<file path="config.mk">
export PLATFORM = sky130hd
export DESIGN_NAME = dmem_arb
export DESIGN_NICKNAME = d
export VERILOG_FILES = /design/src/rtl/dmem_arb_pkg.sv /design/src/rtl/dmem_arb_starve_cnt.sv /design/src/rtl/dmem_arb.sv
export SDC_FILE = /design/constraint.sdc
export NUM_CORES = 1
export LEC_CHECK = 0
export BUFFER_PORTS_ARGS = -buffer_cell sky130_fd_sc_hd__buf_4
export CAP_MARGIN = 0
export CORE_ASPECT_RATIO = 2
export CORE_MARGIN = 4
export CORE_UTILIZATION = 45
export CTS_CLUSTER_SIZE = 14
export DETAILED_ROUTE_END_ITERATION = 6
export GPL_TIMING_DRIVEN = 1
export PLACE_DENSITY = 0.94
export SETUP_SLACK_MARGIN = 0.15
export SLEW_MARGIN = 20
export SYNTH_ARGS = -nofsm -noshare
export SYNTH_HDL_FRONTEND = slang
export SYNTH_SLANG_ARGS = --single-unit
</file>
<file path="constraint.sdc">
create_clock -name clk -period 8.31 [get_ports clk]
set_input_delay 1.662 -clock clk [delete_from_list [all_inputs] [get_ports clk]]
set_output_delay 1.662 -clock clk [all_outputs]
set_load 0.02 [all_outputs]
</file>
<file path="src/rtl/dmem_arb_pkg.sv">
// Shared definitions for the data-RAM arbiter: FSM states and default sizes.
package dmem_arb_pkg;

    localparam int AW_DEF         = 12;
    localparam int DW_DEF         = 32;
    localparam int STARVE_MAX_DEF = 8;

    typedef enum logic [1:0] {
        IDLE = 2'd0,
        WAIT = 2'd1,
        ACK  = 2'd2
    } arb_state_t;

    // Width of a counter that must reach max_val-1 (never narrower than 1 bit).
    function automatic int cnt_width(input int max_val);
        return (max_val < 2) ? 1 : $clog2(max_val);
    endfunction

endpackage

</file>
<file path="src/rtl/dmem_arb_starve_cnt.sv">
// Counts consecutive cycles a pending debug read has lost the RAM port to
// the CPU. sat tells the arbiter that the next grant must be forced.
module arb_starve_cnt
    import dmem_arb_pkg::*;
#(
    parameter int STARVE_MAX = STARVE_MAX_DEF
) (
    input  logic clk,
    input  logic rst,
    input  logic inc,
    input  logic clr,
    output logic sat
);

    localparam int            CW      = cnt_width(STARVE_MAX);
    localparam logic [CW-1:0] SAT_VAL = CW'(STARVE_MAX - 1);

    logic [CW-1:0] cnt_q;

    // Starve count: clear wins over increment, and the count never passes SAT_VAL
    always_ff @(posedge clk or posedge rst) begin
        if (rst)
            cnt_q <= '0;
        else if (clr)
            cnt_q <= '0;
        else if (inc && (cnt_q != SAT_VAL))
            cnt_q <= cnt_q + 1'b1;
    end

    assign sat = (cnt_q == SAT_VAL);

endmodule

</file>
<file path="src/rtl/dmem_arb.sv">
// Single-port data-RAM arbiter between the CPU MEM stage and a debug/display
// reader. The CPU normally owns the port; a pending debug read is served in
// any cycle the CPU leaves free, or forced (stalling the CPU for one cycle)
// after it has been starved for STARVE_MAX-1 cycles.
module dmem_arb
    import dmem_arb_pkg::*;
#(
    parameter int AW         = AW_DEF,
    parameter int DW         = DW_DEF,
    parameter int STARVE_MAX = STARVE_MAX_DEF
) (
    input  logic          clk,
    input  logic          RST,
    input  logic          cpu_re,
    input  logic          cpu_we,
    input  logic [AW-1:0] cpu_addr,
    input  logic [DW-1:0] cpu_wdata,
    output logic [DW-1:0] cpu_rdata,
    output logic          cpu_stall,
    input  logic          dbg_req,
    input  logic [AW-1:0] dbg_addr,
    output logic          dbg_ack,
    output logic [DW-1:0] dbg_rdata,
    output logic          mem_we,
    output logic [AW-1:0] mem_addr,
    output logic [DW-1:0] mem_wdata,
    input  logic [DW-1:0] mem_rdata,
    output logic [31:0]   stall_cnt
);

    arb_state_t state_q, state_d;
    logic       cpu_acc;
    logic       grant;
    logic       starve_sat;
    logic       cnt_inc;
    logic       cnt_clr;

    // A store and a load in the same cycle is treated as a store
    assign cpu_acc = cpu_re | cpu_we;

    arb_starve_cnt #(
        .STARVE_MAX (STARVE_MAX)
    ) u_starve (
        .clk (clk),
        .rst (RST),
        .inc (cnt_inc),
        .clr (cnt_clr),
        .sat (starve_sat)
    );

    // FSM state register
    always_ff @(posedge clk or posedge RST) begin
        if (RST)
            state_q <= IDLE;
        else
            state_q <= state_d;
    end

    // Next state and starve-counter control; ACK ignores dbg_req entirely
    always_comb begin
        state_d = state_q;
        cnt_inc = 1'b0;
        cnt_clr = 1'b0;
        case (state_q)
            IDLE, WAIT: begin
                if (grant) begin
                    state_d = ACK;
                    cnt_clr = 1'b1;
                end else if (dbg_req) begin
                    state_d = WAIT;
                    cnt_inc = 1'b1;
                end else begin
                    // A request withdrawn while waiting abandons the wait
                    state_d = IDLE;
                    cnt_clr = 1'b1;
                end
            end
            ACK: begin
                state_d = IDLE;
                cnt_clr = 1'b1;
            end
            default: begin
                state_d = IDLE;
                cnt_clr = 1'b1;
            end
        endcase
    end

    // Grant decision and RAM port mux; a forced grant blocks the CPU write and stalls it
    always_comb begin
        grant     = !RST && ((state_q == IDLE) || (state_q == WAIT)) && dbg_req
                    && (!cpu_acc || starve_sat);
        cpu_stall = grant && cpu_acc;
        mem_addr  = grant ? dbg_addr : cpu_addr;
        mem_we    = !RST && !grant && cpu_we;
        mem_wdata = cpu_wdata;
        cpu_rdata = mem_rdata;
    end

    // Debug read return: ack pulses the cycle after a grant, data held until the next grant
    always_ff @(posedge clk or posedge RST) begin
        if (RST) begin
            dbg_ack   <= 1'b0;
            dbg_rdata <= '0;
        end else begin
            dbg_ack <= grant;
            if (grant)
                dbg_rdata <= mem_rdata;
        end
    end

    // Stall statistics, wrapping at 2^32
    always_ff @(posedge clk or posedge RST) begin
        if (RST)
            stall_cnt <= '0;
        else if (cpu_stall)
            stall_cnt <= stall_cnt + 32'd1;
    end

endmodule

</file>
Yosys cells after proc, flatten, opt, wreduce, memory -nomap -nowiden
Cells that the tools add are included. Widths: inputs -> output; s select.

Register bits after elaboration: 70. Input port bits: 93. Output and inout port bits: 143. Logic and storage cells: 38.

$add $sub $neg: 2. Eq/ne operators: 3. Multiplexer cells: 12. Bitwise operators: 1. Reduce and logical (&&, ||, !) cells: 15.

Operators with widths (number): $add 32x1->32 const B (1); $mux 12 (1); $logic_and 1x1->1 (7); $mux 1 (7); $mux 3 (2); $mux 2 (2); $add 3x1->3 const B (1); $eq 3x3->1 const B (1); $logic_not 1->1 (3); $ne 3x3->1 const B (1); $eq 2x1->1 const B (1); $logic_not 2->1 (1); $logic_or 1x1->1 (2); $reduce_bool 2->1 (1); $reduce_or 2->1 (1); $or 1x1->1 (1).

Depth between registers and ports, before layout
Gate-level depths: netlist of run 1.

Depth after elaboration: 10. Depth in mapped cells: 10. Gate-level depth less buffers: 7.

Modules after synthesis
A second synthesis of run 1 with hierarchy kept.

Cell total of the unflattened synthesis: 397. Area total of the unflattened synthesis: 3575.9 µm².

By module, submodules not included: dmem_arb (instances 1, cells each 381, area an instance 3388.2 µm², sequential area each 1651.6 µm²); arb_starve_cnt (instances 1, cells each 16, area an instance 187.7 µm², sequential area each 75.1 µm²).

Worst setup path before layout of run 1
Ideal clock, no wire load.

Kind: input to output. From: in RST. To: out mem_we. Arrival: 3.576 ns. Required time: 6.648 ns. Slack: 3.072 ns. Cell stages on the path: 2. Path buffers: 0. Cells stage by stage: inv_1 and3_1.

Cells in the longest elaborated chain, start to end: 7.

RTL lines: start: declaration (line dmem_arb.sv:13) `input logic RST,`; $logic_not 1->1 (no source line) *; $logic_and 1x1->1 (2 in series) (line dmem_arb.sv:91) `grant = !RST && ((state_q == IDLE) || (state_q == WAIT)) && dbg_req`; $logic_and 1x1->1 (line dmem_arb.sv:92) `&& (!cpu_acc || starve_sat);`; $logic_not 1->1 (line dmem_arb.sv:95) `mem_we = !RST && !grant && cpu_we;`; $logic_and 1x1->1 * (2 in series) (line dmem_arb.sv:95); end: declaration (line dmem_arb.sv:24) `output logic mem_we,`.

Every way passes the cells marked *; elsewhere a longest branch is shown, timed or not.

Worst setup path after layout of run 1
From: in RST. To: out mem_addr[10].

Cells in the longest elaborated chain, start to end: 5.

RTL lines: $logic_not 1->1 (no source line); $logic_and 1x1->1 (2 in series) (line dmem_arb.sv:91); $logic_and 1x1->1 (line dmem_arb.sv:92); $mux 12 (line dmem_arb.sv:94) `mem_addr = grant ? dbg_addr : cpu_addr;`; end: declaration (line dmem_arb.sv:25) `output logic [AW-1:0] mem_addr,`.

Every way passes these cells.

==> metrics.md, run 1 <==
| Metric | Value |
|---|---|
| YS warnings | 0 |
| Setup tns final | 0 ps |
| Initial cell density of the core | between 40% and 50% |
| NetSw | 0.000261 W |
| DR vias | approximately 2,900 |
| Iter 0 DRT Violations | 116 |
| Final setup vio count | 0 |
| Clock Skew | 5.99 ps |
| Net Sw Frac | 27.6% |
| Maximum vdd drop | 0.156 mV |
| TritonCTS Buffers | 9 |
| Clock latency on the worst-skew pair | 320 ps |
| GRT overflow | 0 |
| Vias in the first global route | 3,064 |
| ANT cells | 0 |
| M3 GR Usage | 4.23% |
| Reg power frac | about two fifths |
| Int Power | around 0.0007 W |
| DP Cell Count | approximately 580 |
| Final worst path period share | 62.0% |
| Area Overhead vs Synth | 33.0% |
| CTS tree | done |
| Setup Fix Bufs, Post-CTS | 0 |
| DRC errors left | 0 |
| Clock power frac | a little under two fifths |
| Pin count of the biggest net entering global routing | 71 |
| Layout Nets | 588 |
| Synth cell types | 30 |
| Startpoint Class | input port |
| HP Start | dbg_rdata[17] |
| WP data arrival | 3490 ps |
| Gr usage total | approximately a fifth |
| GPL Wtd Cong | 0.902 |
| Worst Path Required | 6650 ps |
| Final core utilization | 61.7% |
| Tightest Pin Transition | 856 ps |
| Setup CP Type | input port to primary output |
| Drt via density | 4.93 |
| Worst-path clk slew | 50 ps |
| Initial antenna violation count | 0 |
| Io pins | 236 |
| CTS Hold Buffers Added | 0 |
| Cell Rows | 45 |
| Htree depth | 3 |
| PD cells | 202 nW/um^2 |
| Post-Syn Area per Cell | 9.18 um^2 |
| M2 GR Usage | 38.7% |
| Status | finished clean |
| Comb power frac | 22.1% |
| Core footprint | 7600 um^2 |
| RR Startpoint | u_starve.cnt_q[0] |
| Drt total wl | 9790 um |
| Met1 Usage GRT | 20.9% |
| Die height | between 100 and 150 um |
| Most crowded layer after global routing | met2 |
| Die area | approximately 9400 um^2 |
| Routed len/inst | between 15 and 20 um |
| Max frequency | 194 MHz |
| Endpoint class of the critical path | primary output |
| Pre-CTS setup slack | 3150 ps |
| Setup ws final | 3160 ps |
| MaxCap Viol Count | 0 |
| First-pass GRT wire length | 15,500 um |
| Die Wd | 70.6 um |
| Worst Hold Class | flip-flop to flip-flop |
| Clk buf depth | 2 |
| Final ANT Viol Nets | 0 |
| Max-slew violation count | 0 |
| Sequential fraction of the synthesis area | 49.0% |
| Cells after Synth | approximately 380 |
| Mapped cell area | 3520 um^2 |
| Static Leak | 2.57 nW |
| PostCTS Resize Cnt | 0 |
| Fin area | about 4700 um^2 |
| Syn nets | 480 |
| Crit path max fanout | 48 |
| Post-DP Area | 4410 um^2 |
| Clock sink count | 69 |
| RSZ-0062 raised after global routing | no |
| Critical Path Source | RST |
| Hold Violations, Final | 0 |
| DR pass1 iterations | 4 |
| Slew margin rel. | 42.9% |
| Layout cells sized above 1 | 39.9% |
| Post-detail-place hpwl | 7700 um |
| Final std cells w/o fill | between 500 and 600 |
| Post-route minimum period | around 5000 ps |
| Port Buffers | 171 |
| Yosys reg bits | just under 70 |
| Root buf cell | clkbuf_16 |
-- cell usage after synthesis, drive strengths merged --
cell    count  area [um^2]
xnor2      26          228
ha          3         37.5
mux2        1         11.3
nor3        1         5.00
nand3b      1         7.51
dfrtp      69         1730
buf        71          523
o21ai       1         5.00
nand4      10         62.6
inv         3         11.3
nor4        2         33.8
nand2     147          552
nand3       9         57.6
nor2        9         33.8
o21a        1         7.51
mux2i       2         20.0
and4        5         47.6
xor2        6         52.6
nor3b       1         12.5
and2        5         32.5
clkbuf      5         18.8
and3        6         38.8
-- cell families after synthesis --
| logic type | share of synthesized area, % |
|---|---|
| muxes | 0.887 |
| DFF | 49.0 |
| adders and majority gates | 1.07 |
| xor gates and xnor gates | 7.95 |
| buffers and inverters | 15.7 |
| and+or+nand+nor | 25.1 |
| AOI/OAI and AO/OA | 0.355 |
-- layout by cell type (no fill, tap or decap) --
master	count
and4_1	3
nor3b_2	1
dfrtp_1	69
nand3_1	8
clkbuf_8	3
nand4_1	10
nand3b_1	1
xnor2_1	26
and4_4	1
nor2_1	9
inv_2	2
mux2i_1	2
and2_2	1
and3_2	1
mux2_2	1
and3_1	5
ha_1	3
and4_2	1
nand2_1	147
clkinv_2	1
nor4_4	1
nor3_1	1
o21ai_4	1
xor2_1	6
buf_4	173
nor4_2	1
o21a_1	1
inv_1	1
clkbuf_16	9
nand3_4	1
and2_1	4
clkbuf_1	2
-- path summary, 6_finish.rpt --
kind	end	slack, ps	cells after the start
hold reg to reg	dbg_rdata[17]	470	2
min in group asynchronous	u_starve.cnt_q[2]	1630	3
setup reg to reg	dbg_rdata[20]	6040	7
hold / removal	dbg_rdata[17]	470	2
setup / recovery	mem_addr[10]	3160	8
max in group asynchronous	dbg_rdata[20]	6130	3
-- stage by stage --
| stage | total power, W | hold WS (ps) |
|---|---|---|
| 2_1_floorplan | 0.000524 | 493 |
| 3_3_place_gp | 0.000599 | 460 |
| 3_5_place_dp | 0.000607 | 464 |
| 4_1_cts | 0.000957 | 476 |
| 5_1_grt | 0.000989 | 495 |
| 6_report | 0.000946 | 472 |
-- metal layers --
layer,share of wire [%],up-vias
met5,0,-
met4,4.6,0
met3,6.9,50
met2,55,123
met1,33,1372
li1,-,1365
-- power by group through the flow --
stage                     Combinational, W  Sequential (W)  Clock, W
after floorplan                  0.0000900        0.000434         0
after global placement            0.000205        0.000393         0
after detailed placement          0.000212        0.000395         0
after CTS                         0.000212        0.000390  0.000355
after global routing              0.000225        0.000393  0.000371
final                             0.000209        0.000390  0.000347
-- sequential cells by signal, indices dropped and copies added, names as in the netlist --
| name | cells |
|---|---|
| dbg_rdata | 32 |
| dbg_ack | 1 |
| u_starve.cnt_q | 3 |
| stall_cnt | 32 |
| state_q | 1 |
-- worst max-delay path: stages --
cell     delay [ps]
buf_4           120
nor3b_2         360
o21ai_4          80
buf_4           280
inv_2           590
nand2_1         130
nand2_1          90
buf_4           140
-- cell type report --
type,instances,area (um^2)
timing repair buffer,173,1300
clock inverter,1,5.00
inverter,3,11.3
fill,648,2910
clock buffer,14,274
multi-input combinational,236,1260
sequential,69,1730
tap,94,118
No activity file was read; power rests on OpenSTA's default activity.
==> run 2, diff against run 1 <==
--- a/config.mk
+++ b/config.mk
@@ -5,15 +5,16 @@
 export SDC_FILE = /design/constraint.sdc
 export NUM_CORES = 1
 export LEC_CHECK = 0
+export ABC_AREA = 1
 export BUFFER_PORTS_ARGS = -buffer_cell sky130_fd_sc_hd__buf_4
 export CAP_MARGIN = 0
 export CORE_ASPECT_RATIO = 2
 export CORE_MARGIN = 4
-export CORE_UTILIZATION = 45
+export CORE_UTILIZATION = 44
 export CTS_CLUSTER_SIZE = 14
 export DETAILED_ROUTE_END_ITERATION = 6
 export GPL_TIMING_DRIVEN = 1
-export PLACE_DENSITY = 0.94
+export PLACE_DENSITY = 0.9
 export SETUP_SLACK_MARGIN = 0.15
 export SLEW_MARGIN = 20
 export SYNTH_ARGS = -nofsm -noshare
==> constraint.sdc (replaced) <==
create_clock -name clk -period 4.92 [get_ports clk]
set_input_delay 0.984 -clock clk [delete_from_list [all_inputs] [get_ports clk]]
set_output_delay 0.984 -clock clk [all_outputs]
set_load 0.02 [all_outputs]
==> run 2 against run 1 <==
  * Design area grew 9.5%
  * Sequential share of layout area fell by 3.2 points
  * Die area increased by 14%
  * Register-to-register slack got worse by 3200 ps
  * Area after synthesis up 13%
  * Final cell count grew 24%
  * Worst hold slack better by 7.4 ps
  * Critical path depth grew 1
  * Critical path type unchanged
==> metrics.md, run 2 <==
| Metric | Value |
|---|---|
| Status | finished clean |
| Largest family of logic cells by synthesized area | simple AND/OR/NAND/NOR gates |
| Yosys top cell area share | about 44% |
| Htree depth | 3 |
| Routed len/inst | between 15 and 20 um |
| GPL Wtd Cong | between 0.8 and 0.9 |
| Post-synth ARST share | 100% |
| Iter 0 DRT Violations | 120 |
| Crit path max fanout | 46 |
| Mapped cell area | 3970 um^2 |
| Tightest Pin Transition | 727 ps |
| Post-route minimum period | 3310 ps |
| Most frequent cells in the layout | nand2_1 (245), buf_4 (173), dfrtp_1 (69) |
| WHS | 479 ps |
| Clock Skew | 10.1 ps |
| Synth Area in XOR/XNOR | about 3.2% |
| Hold Violations, Final | 0 |
| Internal reg-to-reg setup slack | 2850 ps |
| CP max stage delay | between 500 and 600 ps |
| PD cells | 335 nW/um^2 |
| DR vias | 3,631 |
| Synth cell count leaders | nand2_1 (245), buf_4 (69), dfrtp_1 (69), nor2_1 (42), inv_1 (25) |
| Worst Path Required | 3940 ps |
| Final ANT Viol Nets | 0 |
| YS warnings | 0 |
| Die area | ~11,000 um^2 |
| Root buf cell | clkbuf_16 |
| ANT cells | 0 |
| Vias in the first global route | 3,679 |
| CTS Hold Buffers Added | 0 |
| Top_reg_cell synth | dfrtp_1 |
| WP data arrival | 2330 ps |
| Post-detail-place hpwl | 10,000 um |
| Cell Rows | 48 |
| CTS tree | done |
| DR pass1 iterations | 5 |
| Die height | 142 um |
| Yosys top cell by area | dfrtp_1 |
| Post-Syn Area per Cell | 7.66 um^2 |
| Crit path top cell by count | nand2_1 |
| Setup tns final | 0 ps |
| Maximum vdd drop | 0.212 mV |
| Slowest CP cell | inv_2 |
| Worst Hold Class | flip-flop to flip-flop |
| GRT overflow | 0 |
| Layout cells sized above 1 | 32.3% |
| Worst-path clk slew | 60 ps |
| Initial cell density of the core | 45.5% |
| MaxCap Viol Count | 0 |
| Drt via density | 4.97 |
| RSZ-0062 raised after global routing | no |
| Static Leak | between 2 and 3 nW |
| Clock latency on the worst-skew pair | 320 ps |
| Count leader, synth | nand2_1 |
| Io pins | 236 |
| Endpoint class of the critical path | primary output |
| Sequential fraction of the synthesis area | 43.5% |
| Synth cell types | 20 |
| Clk buf depth | 2 |
| Top Registers | dbg_rdata: 32 flops, stall_cnt: 32 flops, u_starve.cnt_q: 3 flops |
| Cells after Synth | 518 |
| Compound-gate portion of the synthesized area | 0.252% |
| Setup CP Type | input port to primary output |
| Pin count of the biggest net entering global routing | 47 |
| Drt total wl | 12,200 um |
| EDFF count, synth | 0 |
| Max frequency | 302 MHz |
| Synth top area cells | dfrtp_1 (44%), nand2_1 (23%), buf_4 (13%), nor2_1 (4.0%), nand3b_1 (3.0%) |
| Yosys reg bits | 69 |
| Crit path max-delay family | buffers and inverters |
| TritonCTS Buffers | 9 |
| Slew margin rel. | 51.5% |
| PostCTS Resize Cnt | 0 |
| Gr usage total | 22.8% |
| Setup Fix Bufs, Post-CTS | 0 |
| Final worst path period share | 67.3% |
| Final core utilization | about three fifths |
| Startpoint Class | input port |
| Clock sink count | 69 |
| Die Wd | ~75 um |
| Final setup vio count | 0 |
| Max-slew violation count | 0 |
| Area Overhead vs Synth | 29.5% |
| Port Buffers | 171 |
| Core footprint | 8710 um^2 |
| Layout Nets | between 700 and 800 |
| Worst Path Buf+Inv | 4 |
| DRC errors left | 0 |
| Adder-cell share of the synthesized area | 0.946% |
| Simple-gate area share of the yosys netlist | 34.6% |
| Commonest non-fill, non-tap cell in the layout | nand2_1 |
| CP cell instances | buf_4, inv_1, nand2_1, nand2_1, nand3_1, inv_2, nand2_1, nand2_1, buf_4 |
| Mux contribution to synthesized area | 0% |
| Initial antenna violation count | 0 |
| First-pass GRT wire length | 18,100 um |
| Syn nets | 614 |
==> run 2: tightest hold or removal path: cells and delay by family (launching register included) <==
| family | cells | cell delay (ps) |
|---|---|---|
| simple gates | 2 | 110 |
| flops | 1 | 340 |
==> run 2: per-stage QoR <==
step	area (um^2)	power [W]	setup WS, ps	instances
after global placement	4800	0.00101	1690	715
final	5130	0.00172	1610	731
after floorplan	3970	0.000891	1970	518
after global routing	5130	0.00180	1450	731
after detailed placement	4800	0.00102	1600	715
after CTS	5130	0.00174	1590	731
==> run 2: final timing paths <==
kind,start,to,depth (start not counted)
worst min-delay path,dbg_rdata[8],dbg_rdata[8],2
worst max register to register,u_starve.cnt_q[0],stall_cnt[28],7
max in group asynchronous,RST,stall_cnt[15],3
min in group asynchronous,RST,dbg_ack,2
worst min register to register,dbg_rdata[8],dbg_rdata[8],2
worst max-delay path,cpu_we,mem_addr[11],9
==> run 2: logic make-up (layout without fill, tap and decap cells) <==
kind of cell,Yosys count,count (layout)
adders and majority gates,3,3
xor gates and xnor gates,13,13
AOI/OAI and AO/OA,2,2
buffers and inverters,103,216
and+or+nand+nor,328,328
DFF,69,69
==> run 2: final cells by class <==
type / count / area [um^2]
fillers: 786 / 3570
flip-flops and latches: 69 / 1730
multi-input cells: 346 / 1550
repair buffers: 173 / 1300
clock buffers: 11 / 253
well taps: 100 / 125
inverters: 27 / 101
clock inverters: 5 / 82.6
==> run 2: where the power goes <==
group	switching [W]	total, W	internal [W]
Clock	0.000238	0.000710	0.000472
Sequential	0.0000339	0.000659	0.000625
Combinational	0.000197	0.000352	0.000154
Total	0.000469	0.00172	0.00125
==> run 2: metal layers <==
layer | global-route usage, % | vias to the layer above | routed length [um]
li1 | - | 1722 | -
met1 | 20.0 | 1674 | 3450
met2 | 42.3 | 195 | 6620
met3 | 10.1 | 40 | 1700
met4 | 10.3 | 0 | 451
met5 | 0 | - | 0
==> run 3, diff against run 2 <==
--- a/config.mk
+++ b/config.mk
@@ -5,16 +5,16 @@
 export SDC_FILE = /design/constraint.sdc
 export NUM_CORES = 1
 export LEC_CHECK = 0
-export ABC_AREA = 1
+export ABC_AREA = 0
 export BUFFER_PORTS_ARGS = -buffer_cell sky130_fd_sc_hd__buf_4
 export CAP_MARGIN = 0
 export CORE_ASPECT_RATIO = 2
 export CORE_MARGIN = 4
-export CORE_UTILIZATION = 44
+export CORE_UTILIZATION = 38
 export CTS_CLUSTER_SIZE = 14
 export DETAILED_ROUTE_END_ITERATION = 6
 export GPL_TIMING_DRIVEN = 1
-export PLACE_DENSITY = 0.9
+export PLACE_DENSITY = 0.86
 export SETUP_SLACK_MARGIN = 0.15
 export SLEW_MARGIN = 20
 export SYNTH_ARGS = -nofsm -noshare
==> constraint.sdc (replaced) <==
create_clock -name clk -period 3 [get_ports clk]
set_input_delay 0.6 -clock clk [delete_from_list [all_inputs] [get_ports clk]]
set_output_delay 0.6 -clock clk [all_outputs]
set_load 0.02 [all_outputs]
==> run 3 against run 2 <==
  * Routed wire length decreased by 15%
  * Non-clock buffer count is 1 higher
  * Worst hold slack got worse by 6.5 ps
  * Die area rose by 2.7%
  * Critical path depth fell by 2
  * Final cell count decreased by 18%
  * Global-route usage is 3.8 points lower
  * Worst setup slack got worse by 1300 ps
  * Register-to-register slack worse by 2200 ps
  * Clock power is 61% higher
  * Sequential power is 64% higher
  * Design area shrank 7.1%
  * Highest routed layer unchanged
==> metrics.md, run 3 (synthesis results as in run 1) <==
| Metric | Value |
|---|---|
| Hold Violations, Final | 0 |
| Core footprint | ~9000 um^2 |
| Commonest non-fill, non-tap cell in the layout | buf_4 |
| Max frequency | 370 MHz |
| HP Start | mem_rdata[28] |
| Port Buffers | 171 |
| Endpoint class of the critical path | primary output |
| Drt total wl | 10,400 um |
| ANT cells | 0 |
| Area Overhead vs Synth | 35.3% |
| Maximum vdd drop | 0.286 mV |
| Gr usage total | a little under a fifth |
| GRT overflow | 0 |
| Worst-path clk slew | around 60 ps |
| CTS Hold Buffers Added | 0 |
| Initial antenna violation count | 0 |
| Comb power frac | 20.9% |
| Tot Pwr | about 0.0028 W |
| Detailed-routed wire length on met3 | slightly below 1000 um |
| Int Power | 0.00201 W |
| Pin count of the biggest net entering global routing | 70 |
| Initial cell density of the core | 39.1% |
| Die area | ~11,000 um^2 |
| Routed len/inst | 17.4 um |
| RSZ-0062 raised after global routing | no |
| DP Cell Count | 584 |
| RR Startpoint | u_starve.cnt_q[0] |
| Die height | 144 um |
| Die Wd | 76.1 um |
| Top Registers | dbg_rdata: 32 flops, stall_cnt: 32 flops, u_starve.cnt_q: 3 flops |
| Crit path max fanout | 21 |
| First-pass GRT wire length | 16,300 um |
| Most frequent cells in the layout | buf_4 (173), nand2_1 (147), dfrtp_1 (69) |
| Layout Nets | 589 |
| Clock latency on the worst-skew pair | 330 ps |
| DR pass1 iterations | 4 |
| WP data arrival | 2100 ps |
| Final setup vio count | 0 |
| Final std cells w/o fill | 600 |
| Worst Hold Class | input port to flip-flop |
| MaxCap Viol Count | 0 |
| Post-detail-place hpwl | 8240 um |
| PD cells | between 500 and 600 nW/um^2 |
| Startpoint Class | flip-flop |
| WHS | 473 ps |
| Iter 0 DRT Violations | 127 |
| Max Used Layer | met4 |
| Clk buf depth | 2 |
| Final worst path period share | between 90% and 100% |
| Status | finished clean |
| Post-route minimum period | 2700 ps |
| Clock Skew | ~7.2 ps |
| Root buf cell | clkbuf_16 |
| Slew margin rel. | 41.7% |
| Cell Rows | 49 |
| TritonCTS Buffers | 9 |
| Tightest Pin Transition | 875 ps |
| Drt via density | 4.90 |
| DRC errors left | 0 |
| Max-slew violation count | 0 |
| Net Sw Frac | 28.3% |
| Critical Path Source | u_starve.cnt_q[0] |
| Setup CP Type | flip-flop to primary output |
| WL met2 | 5630 um |
| M1 wire length | between 3000 and 4000 um |
| Io pins | roughly 240 |
| Static Leak | between 2 and 3 nW |
| Worst Path Required | approximately 2400 ps |
| CTS tree | done |
| GPL Wtd Cong | 0.851 |
| DR vias | 2,939 |
| Setup tns final | 0 ps |
| Layout cells sized above 1 | 40.6% |
| Clock power frac | 40.6% |
| Reg power frac | 38.6% |
| Final core utilization | 52.9% |
| NetSw | 0.000792 W |
| Clock sink count | 69 |
| Htree depth | 3 |
| Final ANT Viol Nets | 0 |
| Vias in the first global route | between 3,000 and 4,000 |
[run 3: cell types whose count changed in the layout (fill, tap and decap cells not counted), moves of 3 or more]
| cell | change |
|---|---|
| and2_1 | +4 |
| xnor2_1 | +26 |
| and3_1 | +5 |
| nor2_2 | -5 |
| nor2_1 | -33 |
| nand4_1 | +8 |
| xor2_1 | -5 |
| nand3_1 | -4 |
| nand3b_1 | -15 |
| and4_1 | +3 |
| nand2_1 | -98 |
| inv_1 | -23 |
| nor2_4 | -3 |
[run 3: timing repair]
item	CTS	global route
gates resized for setup	1	2
pin swaps	0	1
setup buffers	0	0
endpoints found under the setup margin	12	12
[run 3: final timing paths]
kind,cells after the start,end,slack (ps)
worst max-delay path,7,mem_addr[3],300
worst min-delay path,3,dbg_rdata[28],470
min in group asynchronous,3,dbg_rdata[16],580
max in group asynchronous,3,stall_cnt[11],1840
worst min register to register,2,dbg_rdata[10],470
worst max register to register,7,stall_cnt[28],700
[run 3: critical path: stages, from the launching register on]
cell and delay [ps]:
dfrtp_1 400, ha_1 210, ha_1 290, o21ai_4 300, inv_2 220, nand2_1 130
nand2_1 60, buf_4 150
[run 3: power groups by stage]
stage / logic, W / clock network [W] / registers [W]
after floorplan: 0.000250 / 0 / 0.00120
after global placement: 0.000577 / 0 / 0.00109
after detailed placement: 0.000587 / 0 / 0.00110
after CTS: 0.000592 / 0.00116 / 0.00108
after global routing: 0.000629 / 0.00120 / 0.00109
final: 0.000584 / 0.00114 / 0.00108
[run 3: final cells by class]
type / instances / area (um^2)
fillers: 808 / 4240
flip-flops and latches: 69 / 1730
repair buffers: 174 / 1320
multi-input cells: 236 / 1260
clock buffers: 9 / 225
well taps: 102 / 128
clock inverters: 7 / 100
inverters: 3 / 15.0
[run 3: through the flow]
step	setup slack [ps]	instance area, um^2
floorplan	364	3530
global placement	538	4430
detailed placement	445	4430
CTS	176	4760
global route	162	4770
finish	297	4770
[run 3: layer usage]
layer | GRT usage [%] | up-vias
met1 | 17.7 | 1397
li1 | - | 1368
met5 | 0 | -
met3 | 7.23 | 51
met4 | 12.8 | 0
met2 | 34.1 | 123
